[src/rtl/seqdet_sched.sv]
// Round-robin front end for one shared bit-serial sequence detector.
// A granted requester's word is shifted MSB-first into the detector after a
// one-cycle detector clear; detector Out pulses are counted and returned with
// a single-cycle done pulse tagged with the requester index.
module seqdet_sched #(
  parameter int N     = 4,
  parameter int WIDTH = 8,
  parameter int DRAIN = 1
) (
  input  logic                                 clock,
  input  logic                                 reset,
  input  logic [N-1:0]                         req,
  input  logic [N*WIDTH-1:0]                   data,
  output logic [N-1:0]                         grant,
  output logic                                 busy,
  output logic                                 done,
  output logic [$clog2(N)-1:0]                 done_id,
  output logic [$clog2(WIDTH+DRAIN+1)-1:0]     match_cnt,
  output logic                                 det_reset,
  output logic                                 det_in,
  input  logic                                 det_out
);

  localparam int IW = $clog2(N);
  localparam int CW = $clog2(WIDTH + DRAIN + 1);
  localparam logic [CW-1:0] LAST_SHIFT = CW'(WIDTH - 1);
  localparam logic [CW-1:0] LAST_DRAIN = CW'(DRAIN - 1);

  typedef enum logic [2:0] {
    ST_IDLE,
    ST_CLEAR,
    ST_SHIFT,
    ST_DRAIN,
    ST_DONE
  } state_t;

  state_t            state;
  state_t            state_nx;
  logic [IW-1:0]     ptr;
  logic [CW-1:0]     phase;
  logic [CW-1:0]     cnt;
  logic [WIDTH-1:0]  sreg;
  logic              pick_vld;
  logic [IW-1:0]     pick_id;
  logic [IW-1:0]     scan_id;
  logic              sample;
  logic              take;

  // Counter increment; the counter is sized so it can never wrap within a frame.
  function automatic logic [CW-1:0] cnt_add(input logic [CW-1:0] c, input logic s);
    return c + CW'(s);
  endfunction

  // Round-robin search: first set req bit scanning upward from ptr+1, with wrap.
  always_comb begin
    pick_vld = 1'b0;
    pick_id  = '0;
    scan_id  = '0;
    for (int j = 0; j < N; j++) begin
      scan_id = IW'((int'(ptr) + 1 + j) % N);
      if (!pick_vld && req[scan_id]) begin
        pick_vld = 1'b1;
        pick_id  = scan_id;
      end
    end
  end

  assign take   = (state == ST_IDLE) && pick_vld;
  // Detector output is stale on the first shift cycle (it still holds the clear).
  assign sample = det_out && (((state == ST_SHIFT) && (phase != '0)) || (state == ST_DRAIN));

  // FSM state register.
  always_ff @(posedge clock) begin
    if (!reset) state <= ST_IDLE;
    else        state <= state_nx;
  end

  // FSM next-state and per-state outputs.
  always_comb begin
    state_nx = state;
    busy     = 1'b1;
    done     = 1'b0;
    det_in   = 1'b0;
    case (state)
      ST_IDLE: begin
        busy = 1'b0;
        if (pick_vld) state_nx = ST_CLEAR;
      end
      ST_CLEAR: state_nx = ST_SHIFT;
      ST_SHIFT: begin
        det_in = sreg[WIDTH-1];
        if (phase == LAST_SHIFT) state_nx = ST_DRAIN;
      end
      ST_DRAIN: begin
        if (phase == LAST_DRAIN) state_nx = ST_DONE;
      end
      ST_DONE: begin
        done     = 1'b1;
        state_nx = ST_IDLE;
      end
      default: state_nx = ST_IDLE;
    endcase
  end

  // Cycle index within SHIFT and DRAIN; restarts on every state change.
  always_ff @(posedge clock) begin
    if (!reset)                                               phase <= '0;
    else if (state != state_nx)                               phase <= '0;
    else if ((state == ST_SHIFT) || (state == ST_DRAIN))      phase <= phase + CW'(1);
  end

  // Arbitration results: grant, served index and round-robin pointer.
  always_ff @(posedge clock) begin
    if (!reset) begin
      grant   <= '0;
      done_id <= '0;
      ptr     <= IW'(N - 1);
    end else if (take) begin
      grant   <= N'(1) << pick_id;
      done_id <= pick_id;
      ptr     <= pick_id;
    end else if (state == ST_DONE) begin
      grant   <= '0;
    end
  end

  // Pattern word: latched once at grant, then shifted out MSB-first.
  always_ff @(posedge clock) begin
    if (take)                   sreg <= data[int'(pick_id)*WIDTH +: WIDTH];
    else if (state == ST_SHIFT) sreg <= {sreg[WIDTH-2:0], 1'b0};
  end

  // Match counter; the final sample is folded in as the result is published.
  always_ff @(posedge clock) begin
    if (!reset) begin
      cnt       <= '0;
      match_cnt <= '0;
    end else begin
      if (take)        cnt <= '0;
      else if (sample) cnt <= cnt_add(cnt, 1'b1);
      if ((state == ST_DRAIN) && (state_nx == ST_DONE))
        match_cnt <= cnt_add(cnt, sample);
    end
  end

  // Detector reset: held through our own reset and for the CLEAR cycle.
  always_ff @(posedge clock) begin
    if (!reset) det_reset <= 1'b1;
    else        det_reset <= (state_nx == ST_CLEAR);
  end

endmodule

[config.mk]
export PLATFORM = sky130hd
export DESIGN_NAME = seqdet_sched
export DESIGN_NICKNAME = d
export VERILOG_FILES = /design/src/rtl/seqdet_sched.sv
export SDC_FILE = /design/constraint.sdc
export NUM_CORES = 1
export LEC_CHECK = 0
export ABC_CLOCK_PERIOD_IN_PS = 2800
export CORE_MARGIN = 1.5
export CORE_UTILIZATION = 53
export CTS_BUF_LIST = sky130_fd_sc_hd__clkbuf_2
export DETAILED_ROUTE_END_ITERATION = 6
export PLACE_DENSITY_LB_ADDON = 0.1
export SLEW_MARGIN = 10
export SYNTH_ARGS = -nofsm -noshare
export SYNTH_HDL_FRONTEND = slang
export SYNTH_SLANG_ARGS = --single-unit
[constraint.sdc]
create_clock -name clock -period 2.8 [get_ports clock]
set_input_delay 0.42 -clock clock [delete_from_list [all_inputs] [get_ports clock]]
set_output_delay 0.42 -clock clock [all_outputs]
set_load 0.01 [all_outputs]
==> results of run 1 <==
## layout make-up
type / count / area (µm²) / area share (%)
Clock inverter: 3 / 37.5 / 1.56
Multi-Input combinational cell: 137 / 998 / 41.4
Timing Repair Buffer: 54 / 536 / 22.2
Clock buffer: 5 / 25.0 / 1.04
Inverter: 10 / 37.5 / 1.56
Tap cell: 46 / 57.6 / 2.39
Sequential cell: 32 / 721 / 29.9
## worst paths after layout
check,slack [ns],start,to
setup / recovery,0.31,state[1]$_SDFF_PN0_,det_in
hold / removal,0.49,done_id[1]$_SDFFE_PN0P_,done_id[1]$_SDFFE_PN0P_
setup reg to reg,0.64,phase[0]$_SDFFE_PP0P_,match_cnt[2]$_SDFFE_PN0P_
hold reg to reg,0.49,done_id[1]$_SDFFE_PN0P_,done_id[1]$_SDFFE_PN0P_
## stage by stage
step                      instance area, µm²  hold slack (ns)  std cells  utilization (%)
after floorplan                         1820            0.485        189                -
after global placement                  2350            0.470        279             71.0
after detailed placement                2350            0.479        279             71.0
after CTS                               2410            0.499        287             72.9
after global routing                    2410            0.514        287             72.9
final                                   2410            0.494        287             72.9
## kinds of logic after synthesis
| kind of cell | count (synthesis) | share of synthesized area, % |
|---|---|---|
| AND/OR/NAND/NOR | 71 | 20.8 |
| AO/OA/AOI/OAI | 43 | 21.3 |
| flip-flops | 32 | 39.6 |
| buffers and inverters | 20 | 5.44 |
| multiplexers | 10 | 5.57 |
| XOR/XNOR | 8 | 3.85 |
| adder cells (fa/ha/maj) | 5 | 3.44 |
## routing by layer
metal	track usage [%]	up-vias	wire, µm
li1	-	778	-
met1	27.9	731	1750
met2	40.6	57	2090
met3	6.93	12	270
met4	11.2	0	110
met5	0	-	0
## worst max-delay path, cell delays in order, from the launching register on
cell and delay (ns):
dfxtp_1 0.48, nor2b_1 0.47, and3b_1 0.22, clkdlybuf4s50_1 0.53
## placed cells by master, fill, tap and decap left out, types with 2 or more instances in the layout
master           netlist  layout
clkdlybuf4s50_1        0      52
nor2_1                25      25
dfxtp_1               24      24
a211oi_2              13      13
nand2_1               12      12
inv_1                 10      10
mux2i_1                9       9
edfxtp_1               8       8
a31oi_1                7       7
nand2b_1               5       5
xor2_1                 5       5
ha_1                   5       5
clkbuf_2               0       5
nor2b_1                4       4
o21ai_0                4       4
o211a_1                3       3
nor3_1                 3       3
xnor2_1                3       3
or2_1                  2       2
nor3b_1                2       2
and2_1                 2       2
a211oi_1               2       2
nor2_2                 2       2
nand3_1                2       2
nand4_1                2       2
a22oi_1                2       2
a21boi_0               2       2
o2bb2ai_1              2       2
clkinv_1               0       2
buf_4                  1       2
## state kept, by name, indices dropped and copies added (netlist names)
name / flops
match_cnt: 4
grant: 4
state: 3
cnt: 4
phase: 4
done_id: 2
sreg: 8
det_reset: 1
ptr: 2
## power by group through the flow
stage               logic [mW]  registers [mW]  clock network, mW
global route             0.515           0.619              0.330
detailed placement       0.476           0.621                  0
finish                   0.474           0.610              0.304
global placement         0.463           0.616                  0
CTS                      0.478           0.610              0.312
floorplan                0.325           0.613                  0
==> results.md, run 1 <==
- Cts hold-fix bufs: 0
- Detailed Routing Iterations Pass 1: 5
- Flops & latches, synth: 32
- Final setup vio count: 0
- Layout fillers: 272
- Synth top area cells: dfxtp_1 26%, edfxtp_1 13%, a211oi_2 8.9%
- Reg2reg path depth: 9
- Period utilization: 88.8%
- Sw Ratio: 32.2%
- Cell Int Power: 0.942 mW
- Antenna violations before repair: 0
- Total gr overflow: 0
- Clock latency on the worst-skew pair: 0.37 ns
- # diodes: 0
- Post-synth top flop: dfxtp_1
- Register area share after synthesis: 39.6%
- WL final: 4.22 mm
- Via Count: 1578
- CTS Buffer Depth: 2
- Clock power share: 21.9%
- Yosys top cell area share: 26.4%
- Avg Inst Size Synth: 9.62 µm²
- Clk slew on worst S/H paths: 0.15 ns
- Dominant cell type by area after synthesis: dfxtp_1
- First-pass GRT wire length: 6.61 mm
- Post-CTS sizing: 0
- Final Max Slew Viols: 0
- Detailed Place HPWL: 3.28 mm
- Drt drc: 0
- Crit path launch type: register
- Most numerous cell in the Yosys netlist: nor2_1
- Die footprint: 0.00379 mm²
- Vias in the first global route: 1529
- H-tree levels: 2
- CTS tree: built
- Max Cap Violations: 0
- Sequential Power Share: 43.9%
- Total chip power: 1.39 mW
- Syn Inst Count: 189
- Wire length per cell: 14.7 µm
- DR iter-0 viols: 68
- Worst EP arrival: 2.07 ns
- Status: complete, no violations
- Data required time at the worst endpoint: 2.38 ns
- Die height: 61.6 µm
- Synth cell count leaders: 25 x nor2_1, 24 x dfxtp_1, 13 x a211oi_2, 12 x nand2_1, 10 x inv_1
- Worst Tran Pin Value: 0.993 ns
- Ys Warns: 0
- Unrepaired setup endpoints after global routing: false
- Site Rows: 21
- VDD IR max: 413 µV
- Area Overhead vs Synth: 32.7%
- Clk sink count: 32
- Largest net degree at the start of global routing: 15
- Root buffer cell: clkbuf_2
- Ports: 53
- Min cycle time layout: 2.49 ns
- Final setup TNS: 0 ns
- NetSw: 0.447 mW
- EDFF count, synth: 8
- Post CTS Setup Buffer Count: 0
- Async SR Flop Fraction: 0%
- Worst hold path stage count: 2
- Final Hold Fails: 0
- Share of layout cells above drive strength 1: 12.4%
- Global-route usage over all layers: 24.0%
- Post-synth net total: 233
- WS Path Type: reg -> out
- Setup WS post-layout: 0.313 ns
- Worst Clk Skew: 0.0114 ns
- GPL Wtd Cong: 0.823
- Dpl ws: 0.314 ns
- Top achievable clock speed: 402 MHz
- PwrDens: 576 mW/mm²
- Distinct cells, synth: 49
- Combinational Power Share: 34.2%
- Hold Path Class: reg -> reg
- Synthesized area: 0.00182 mm²
- Number of buffers added on ports: 52
- Vias per cell: 5.50
- Total leakage power: 0.947 nW
- Critical-path maximum fanout: 8
- Worst setup EP type: output port
- Die W: 61.6 µm
- Starting Density: 54.9%
- CTS Buf Count: 5
- Core area: 0.00331 mm²
- Antenna viol nets, final: 0
- Relative max-transition margin: 33.3%
- Final net count: 284
Power figures use the tool's default switching activity.
==> run 2: changes to the inputs <==
- ABC_CLOCK_PERIOD_IN_PS: 2800 -> 2500
- CORE_MARGIN: 1.5 -> 10
- CORE_UTILIZATION: 53 -> 49
- clock period: 2.8 -> 2.5 ns (I/O delays scaled with it)
==> run 2 against run 1 <==
Effect of this change:
- design area increased by 0.26%
- register-to-register slack worse by 0.26 ns
- utilization fell by 6.3 points
- clock power fell by 23%
- first-iteration DRC count up 35%
- largest power group unchanged
- non-clock buffer count increased by 3
- sequential share of layout area is 0.077 points lower
- flip-flop and latch count did not move
- routed wire length grew 3.7%
- clock skew increased by 0.0060 ns
- power grew 5.1%
- critical path depth is the same
==> results.md, run 2 (synthesis gave the netlist of run 1 again) <==
- NetSw: 0.485 mW
- Max Cap Violations: 0
- Worst hold path stage count: 2
- Total gr overflow: 0
- Combinational Power Share: 37.2%
- Unrepaired setup endpoints after global routing: false
- Final setup vio count: 0
- Final Max Slew Viols: 0
- Slowest cell delay on critical path: 0.54 ns
- Layout fillers: 313
- Area Overhead vs Synth: 33.0%
- Critical-path maximum fanout: 8
- WS Path Type: reg -> out
- Worst Setup SP: state[1]$_SDFF_PN0_
- Clock power share: 16.1%
- Worst r2r dst: match_cnt[2]$_SDFFE_PN0P_
- Site Rows: 22
- Via Count: 1548
- Worst Tran Pin Value: 1.02 ns
- Max reg flops: 8
- Clk sink count: 32
- Die height: 80.9 µm
- Min cycle time layout: 2.30 ns
- # diodes: 0
- R2r startpoint: phase[0]$_SDFFE_PP0P_
- Worst Clk Skew: 0.0175 ns
- Root buffer cell: clkbuf_2
- Reg2reg path depth: 9
- Final setup TNS: 0 ns
- Final net count: 287
- Cells after DPL: 284
- Detailed Place HPWL: 3.51 mm
- Ports: 53
- GPL Wtd Cong: 0.776
- Global-route usage over all layers: 13.4%
- Top achievable clock speed: 435 MHz
- Die footprint: 0.00655 mm²
- Post CTS Setup Buffer Count: 0
- Met1 wire length: 1.88 mm
- CTS Buf Count: 5
- Total leakage power: 0.950 nW
- R2R Setup Slk: 0.38 ns
- Most frequent cells in the layout: 52 x clkdlybuf4s50_1, 25 x nor2_1, 24 x dfxtp_1
- Detailed Routing Iterations Pass 1: 4
- Period utilization: 91.9%
- Starting Density: 50.0%
- Hold Crit Start: done_id[1]$_SDFFE_PN0P_
- WL final: 4.37 mm
- Data required time at the worst endpoint: 2.12 ns
- Hold Path Class: reg -> reg
- First-pass GRT wire length: 7.07 mm
- Cell with the largest stage delay on the worst path: clkdlybuf4s50_1
- Largest net degree at the start of global routing: 15
- Antenna violations before repair: 0
- CP cell instances: nor2b_2 -> and3b_1 -> clkdlybuf4s50_1
- Cell Int Power: 0.974 mW
- Commonest non-fill, non-tap cell in the layout: clkdlybuf4s50_1
- Metal2 WL: 2.13 mm
- Wire length per cell: 15.0 µm
- Clock latency on the worst-skew pair: 0.35 ns
- Vias per cell: 5.30
- VDD IR max: 387 µV
- Status: complete, no violations
- Highest routed layer: met4
- CTS Buffer Depth: 2
- Sequential Power Share: 46.7%
- Die W: 80.9 µm
- Relative max-transition margin: 31.4%
- Post-CTS sizing: 0
- Met3 WL post-DR: 331 µm
- Share of layout cells above drive strength 1: 14.3%
- Largest register by flop count: sreg
- Antenna viol nets, final: 0
- Sw Ratio: 33.3%
- Vias in the first global route: 1502
- H-tree levels: 2
- Final Hold Fails: 0
- Crit path launch type: register
- Worst EP arrival: 1.92 ns
- Core area: 0.00363 mm²
- DR iter-0 viols: 92
- Number of buffers added on ports: 52
- Worst setup EP type: output port
- Cell Count, Final, Fillers Out: 292
- PwrDens: 603 mW/mm²
- Clk slew on worst S/H paths: 0.16 ns
- Cts hold-fix bufs: 0
- CTS tree: built
- Drt drc: 0
- Hold Path End: done_id[1]$_SDFFE_PN0P_
[run 2: layout make-up]
class	count	area (µm²)	share of cell area, %
clock buffer	6	30.0	1.24
clock inverter	2	11.3	0.466
inverter	10	37.5	1.55
multi-input combinational	137	1000	41.4
sequential	32	721	29.8
tap	48	60.1	2.48
timing repair buffer	57	558	23.1
[run 2: layer usage]
metal,track usage [%],up-vias
li1,-,786
met3,6.18,4
met4,3.63,0
met1,15.7,721
met5,0,-
met2,21.8,37
[run 2: power groups by stage]
stage          sequential, mW  clock (mW)  combinational [mW]
6_report                0.682       0.234               0.543
5_1_grt                 0.692       0.274               0.597
4_1_cts                 0.682       0.246               0.548
3_5_place_dp            0.694           0               0.545
3_3_place_gp            0.689           0               0.534
2_1_floorplan           0.686           0               0.364
[run 2: critical path, delay by kind of cell (launching register included)]
family	cells	cell delay, ns
and+or+nand+nor	2	0.57
DFF	1	0.47
buffers and inverters	1	0.54
[run 2: worst max-delay path by stage]
stage | to | cells after the start | slack (ns)
global placement | sreg[7]$_DFFE_PP_ | 6 | 0.16
finish | det_in | 3 | 0.20
detailed placement | sreg[7]$_DFFE_PP_ | 6 | 0.12
floorplan | match_cnt[2]$_SDFFE_PN0P_ | 9 | 0.54
global route | det_in | 3 | 0.08
CTS | det_in | 3 | 0.03
[run 2: stage by stage]
stage          hold WS, ns  setup WS, ns  area (µm²)  util, %  power [mW]
6_report             0.493         0.203        2420     66.6        1.46
4_1_cts              0.493        0.0321        2420     66.5        1.48
2_1_floorplan        0.485         0.543        1820        -        1.05
3_5_place_dp         0.469         0.122        2370     65.4        1.24
3_3_place_gp         0.464         0.157        2370     65.4        1.22
5_1_grt              0.506        0.0819        2420     66.6        1.56
==> run 3: changes to the inputs <==
- CTS_CLUSTER_SIZE: not set -> 20
==> results of run 3 <==
Same layout as run 2: the final DEF is identical, and so are final timing and power.
==> patch 1: new RTL, flow settings as in run 2 <==
Change the parameter `N` from 4 to 2.
--- a/src/rtl/seqdet_sched.sv
+++ b/src/rtl/seqdet_sched.sv
@@ -3,7 +3,7 @@
 // one-cycle detector clear; detector Out pulses are counted and returned with
 // a single-cycle done pulse tagged with the requester index.
 module seqdet_sched #(
-  parameter int N     = 4,
+  parameter int N     = 2,
   parameter int WIDTH = 8,
   parameter int DRAIN = 1
 ) (
Interface: changed (resized data, done_id, grant and req); port bits go from 53 to 32. No check against the original RTL was run, so the function may have changed too.
==> patch 1 against run 2 <==
Sequential cell count is 4 lower; cell area fell by 29%; critical path depth unchanged; global-route usage is 1.9 points lower; first-iteration DRC count down 14%; routed wire length shrank 30%; area after synthesis shrank 25%; register-to-register slack better by 0.14 ns; worst setup slack better by 0.061 ns; combinational power decreased by 58%; utilization is 3.5 points lower; cell count is 34% lower; power decreased by 27%; critical endpoint unchanged.
==> patch 1: results <==
grt:
  grt_pass1_wl_um: 4970
  use_met1: 0.143
  grt_use_total: 0.115
  grt_max_degree: 17
  grt_pass1_vias: 1058
  use_met2: 0.180
pwr:
  p_leak_uw: 0.000662
  p_int_uw: 784
  p_comb_frac: 0.215
  irDropWorstVdd_v: 0.000485
logic_synthesis:
  synthDistinctLibCells: 40
  synth-compound-area-share: 0.133
  post_synth_main_area_contributors: "dfxtp_1, edfxtp_1, a222oi_1"
  yosys-top-cells-count: "dfxtp_1, inv_1, nand2_1"
  synth_fa_ha_area_frac: 0.0459
  synthMuxAreaShare: 0.0220
  synth_nets: 157
  synth_xor_area_frac: 0.0450
  synth.yosys.seq_area_share: 0.470
setup_path:
  r2r_slack_ns: 0.52
  cp.arrival_ns: 1.86
  critPathMaxFanout: 7
  critPathMaxStageDelay_ns: 0.57
  path_delay_family: "buffers and inverters"
  crit_start: "state[2]"
sta:
  worst_pin_slew_ns: 0.544
  fin_skew_ns: 0.0111
  fin_ws_ns: 0.264
final_layout:
  final_nets: 188
  layout-drive-gt1-share: 0.0807
place:
  place_hpwl_um: 2310
  place_ws_ns: 0.455
  place_area_um2: 1660
hold_path:
  whs_endpoint: "phase[1]"
  min_from: "phase[1]"
drt:
  wl_met2_um: 1480
  wl_met1_um: 1360
  wl_met3_um: 199
  vias_per_cell: 5.50
  routed_wl_um: 3070
  first_iter_violations: 79
clock_tree:
  path_clk_slew_ns: 0.27
status:
  status: "finished clean"
-- patch 1: layout make-up --
| class | instances | area (um^2) | area share |
|---|---|---|---|
| inverters | 11 | 41.3 | 0.0242 |
| flip-flops and latches | 28 | 641 | 0.375 |
| clock buffers | 3 | 15.0 | 0.00879 |
| multi-input cells | 85 | 617 | 0.361 |
| repair buffers | 33 | 325 | 0.190 |
| well taps | 31 | 38.8 | 0.0227 |
| clock inverters | 1 | 30.0 | 0.0176 |
-- patch 1: metrics by stage --
| stage | util | power [uW] | std cells |
|---|---|---|---|
| final | 0.630 | 1060 | 192 |
| after detailed placement | 0.614 | 798 | 188 |
| after global placement | 0.614 | 786 | 188 |
| after CTS | 0.630 | 1070 | 192 |
| after global routing | 0.630 | 1110 | 192 |
| after floorplan | - | 708 | 131 |
==> patch 2: new RTL, settings of run 2 <==
Without the edit above. Put one more register stage on the output `match_cnt`, with the module's reset. The value now appears one clock later. The other outputs are not delayed to match.
--- a/src/rtl/seqdet_sched.sv
+++ b/src/rtl/seqdet_sched.sv
@@ -33,6 +33,8 @@
     ST_DRAIN,
     ST_DONE
   } state_t;
+
+  logic [$clog2(WIDTH+DRAIN+1)-1:0] match_cnt_s0;
 
   state_t            state;
   state_t            state_nx;
@@ -134,12 +136,12 @@
   always_ff @(posedge clock) begin
     if (!reset) begin
       cnt       <= '0;
-      match_cnt <= '0;
+      match_cnt_s0 <= '0;
     end else begin
       if (take)        cnt <= '0;
       else if (sample) cnt <= cnt_add(cnt, 1'b1);
       if ((state == ST_DRAIN) && (state_nx == ST_DONE))
-        match_cnt <= cnt_add(cnt, sample);
+        match_cnt_s0 <= cnt_add(cnt, sample);
     end
   end
 
@@ -149,5 +151,13 @@
     else        det_reset <= (state_nx == ST_CLEAR);
   end
 
+  always_ff @(posedge clock) begin
+    if (!reset) begin
+      match_cnt <= '0;
+    end else begin
+      match_cnt <= match_cnt_s0;
+    end
+  end
+
 endmodule
 
Function: same outputs for any inputs over 10 cycles, from zero or initial values and one cycle with reset low; that may be too few to reach the edited logic, so the function may still have changed.
==> patch 2 against run 2 <==
Worst setup slack worse by 0.029 ns; via count is 2.7% higher; cell area is 2.4% higher; area after synthesis is 4.1% higher; power is 4.2% higher; sequential cell count is 4 higher; global-route usage is 0.56 points higher; routed wire length is 5.8% higher.
==> patch 2: results <==
logic_synthesis:
  synth-compound-area-share: 0.198
  synthDistinctLibCells: 45
  synth.yosys.seq_area_share: 0.423
  synth_nets: 246
  synthMuxAreaShare: 0.0529
  synth_xor_area_frac: 0.0324
  synth_fa_ha_area_frac: 0.0331
  yosys-top-cells-count: "nor2_1, dfxtp_1, nand2_1"
  post_synth_main_area_contributors: "dfxtp_1, edfxtp_1, nor2_1"
  async_flop_share: 0
grt:
  grt_pass1_wl_um: 7220
  grt_max_degree: 21
  grt_use_total: 0.140
clock_tree:
  numCtsBuffers: 5
  path_clk_slew_ns: 0.18
place:
  place_hpwl_um: 3580
  gp_congestion: 0.776
  place_area_um2: 2440
  place_ws_ns: 0.0715
drt:
  first_iter_violations: 133
pwr:
  p_leak_uw: 0.000990
  p_int_uw: 1020
  pwr-share-seq: 0.496
  irDropWorstVdd_v: 0.000540
hold_path:
  holdPathStages: 1
setup_path:
  critPathMaxFanout: 6
  rr_worst_depth: 5
sta:
  worst_pin_slew_ns: 0.396
  fin_skew_ns: 0.0221
final_layout:
  layout-drive-gt1-share: 0.0923
  final_nets: 303
  nFillCells: 347
status:
  status: "finished clean"
## patch 2: changes by cell type in the layout (fill, tap and decap cells not counted), sizes merged, moves of 4 or more
cell,change
a21oi,+7
a211oi,-4
dfxtp,+4
a31oi,-6
nand2,+12
a221oi,+6
## patch 2: stage by stage
| stage | utilization | std cells | total power [uW] |
|---|---|---|---|
| 6_report | 0.671 | 308 | 1520 |
| 3_5_place_dp | 0.661 | 300 | 1280 |
| 5_1_grt | 0.671 | 308 | 1630 |
| 4_1_cts | 0.671 | 308 | 1540 |
| 2_1_floorplan | - | 202 | 1110 |
| 3_3_place_gp | 0.661 | 300 | 1280 |
## patch 2: worst paths after layout
kind,start,end,slack (ns)
max,state[1],det_in,0.17
min,match_cnt_s0[2],match_cnt[2],0.46
max reg2reg,ptr[1],sreg[3],0.48
min reg2reg,match_cnt_s0[2],match_cnt[2],0.46
## patch 2: metal layers
| layer | up-vias | global-route usage | share of wire | wire length [um] |
|---|---|---|---|---|
| li1 | 827 | - | - | - |
| met1 | 715 | 0.173 | 0.45 | 2080 |
| met2 | 38 | 0.208 | 0.46 | 2140 |
| met3 | 10 | 0.0551 | 0.067 | 312 |
| met4 | 0 | 0.0697 | 0.020 | 92 |
| met5 | - | 0 | 0 | 0 |
## patch 2: area by class of cell
cell class	instances	area [um^2]	area share
timing repair buffer	56	551	0.222
inverter	9	33.8	0.0136
clock buffer	6	30.0	0.0121
multi-input combinational	151	993	0.401
clock inverter	2	7.51	0.00303
tap	48	60.1	0.0243
sequential	36	801	0.323
## patch 2: critical path: cells and delay by family, from the launching register on
family	cells	cell delay, ns
buffers and inverters	2	0.63
DFF	1	0.43
and+or+nand+nor	2	0.51
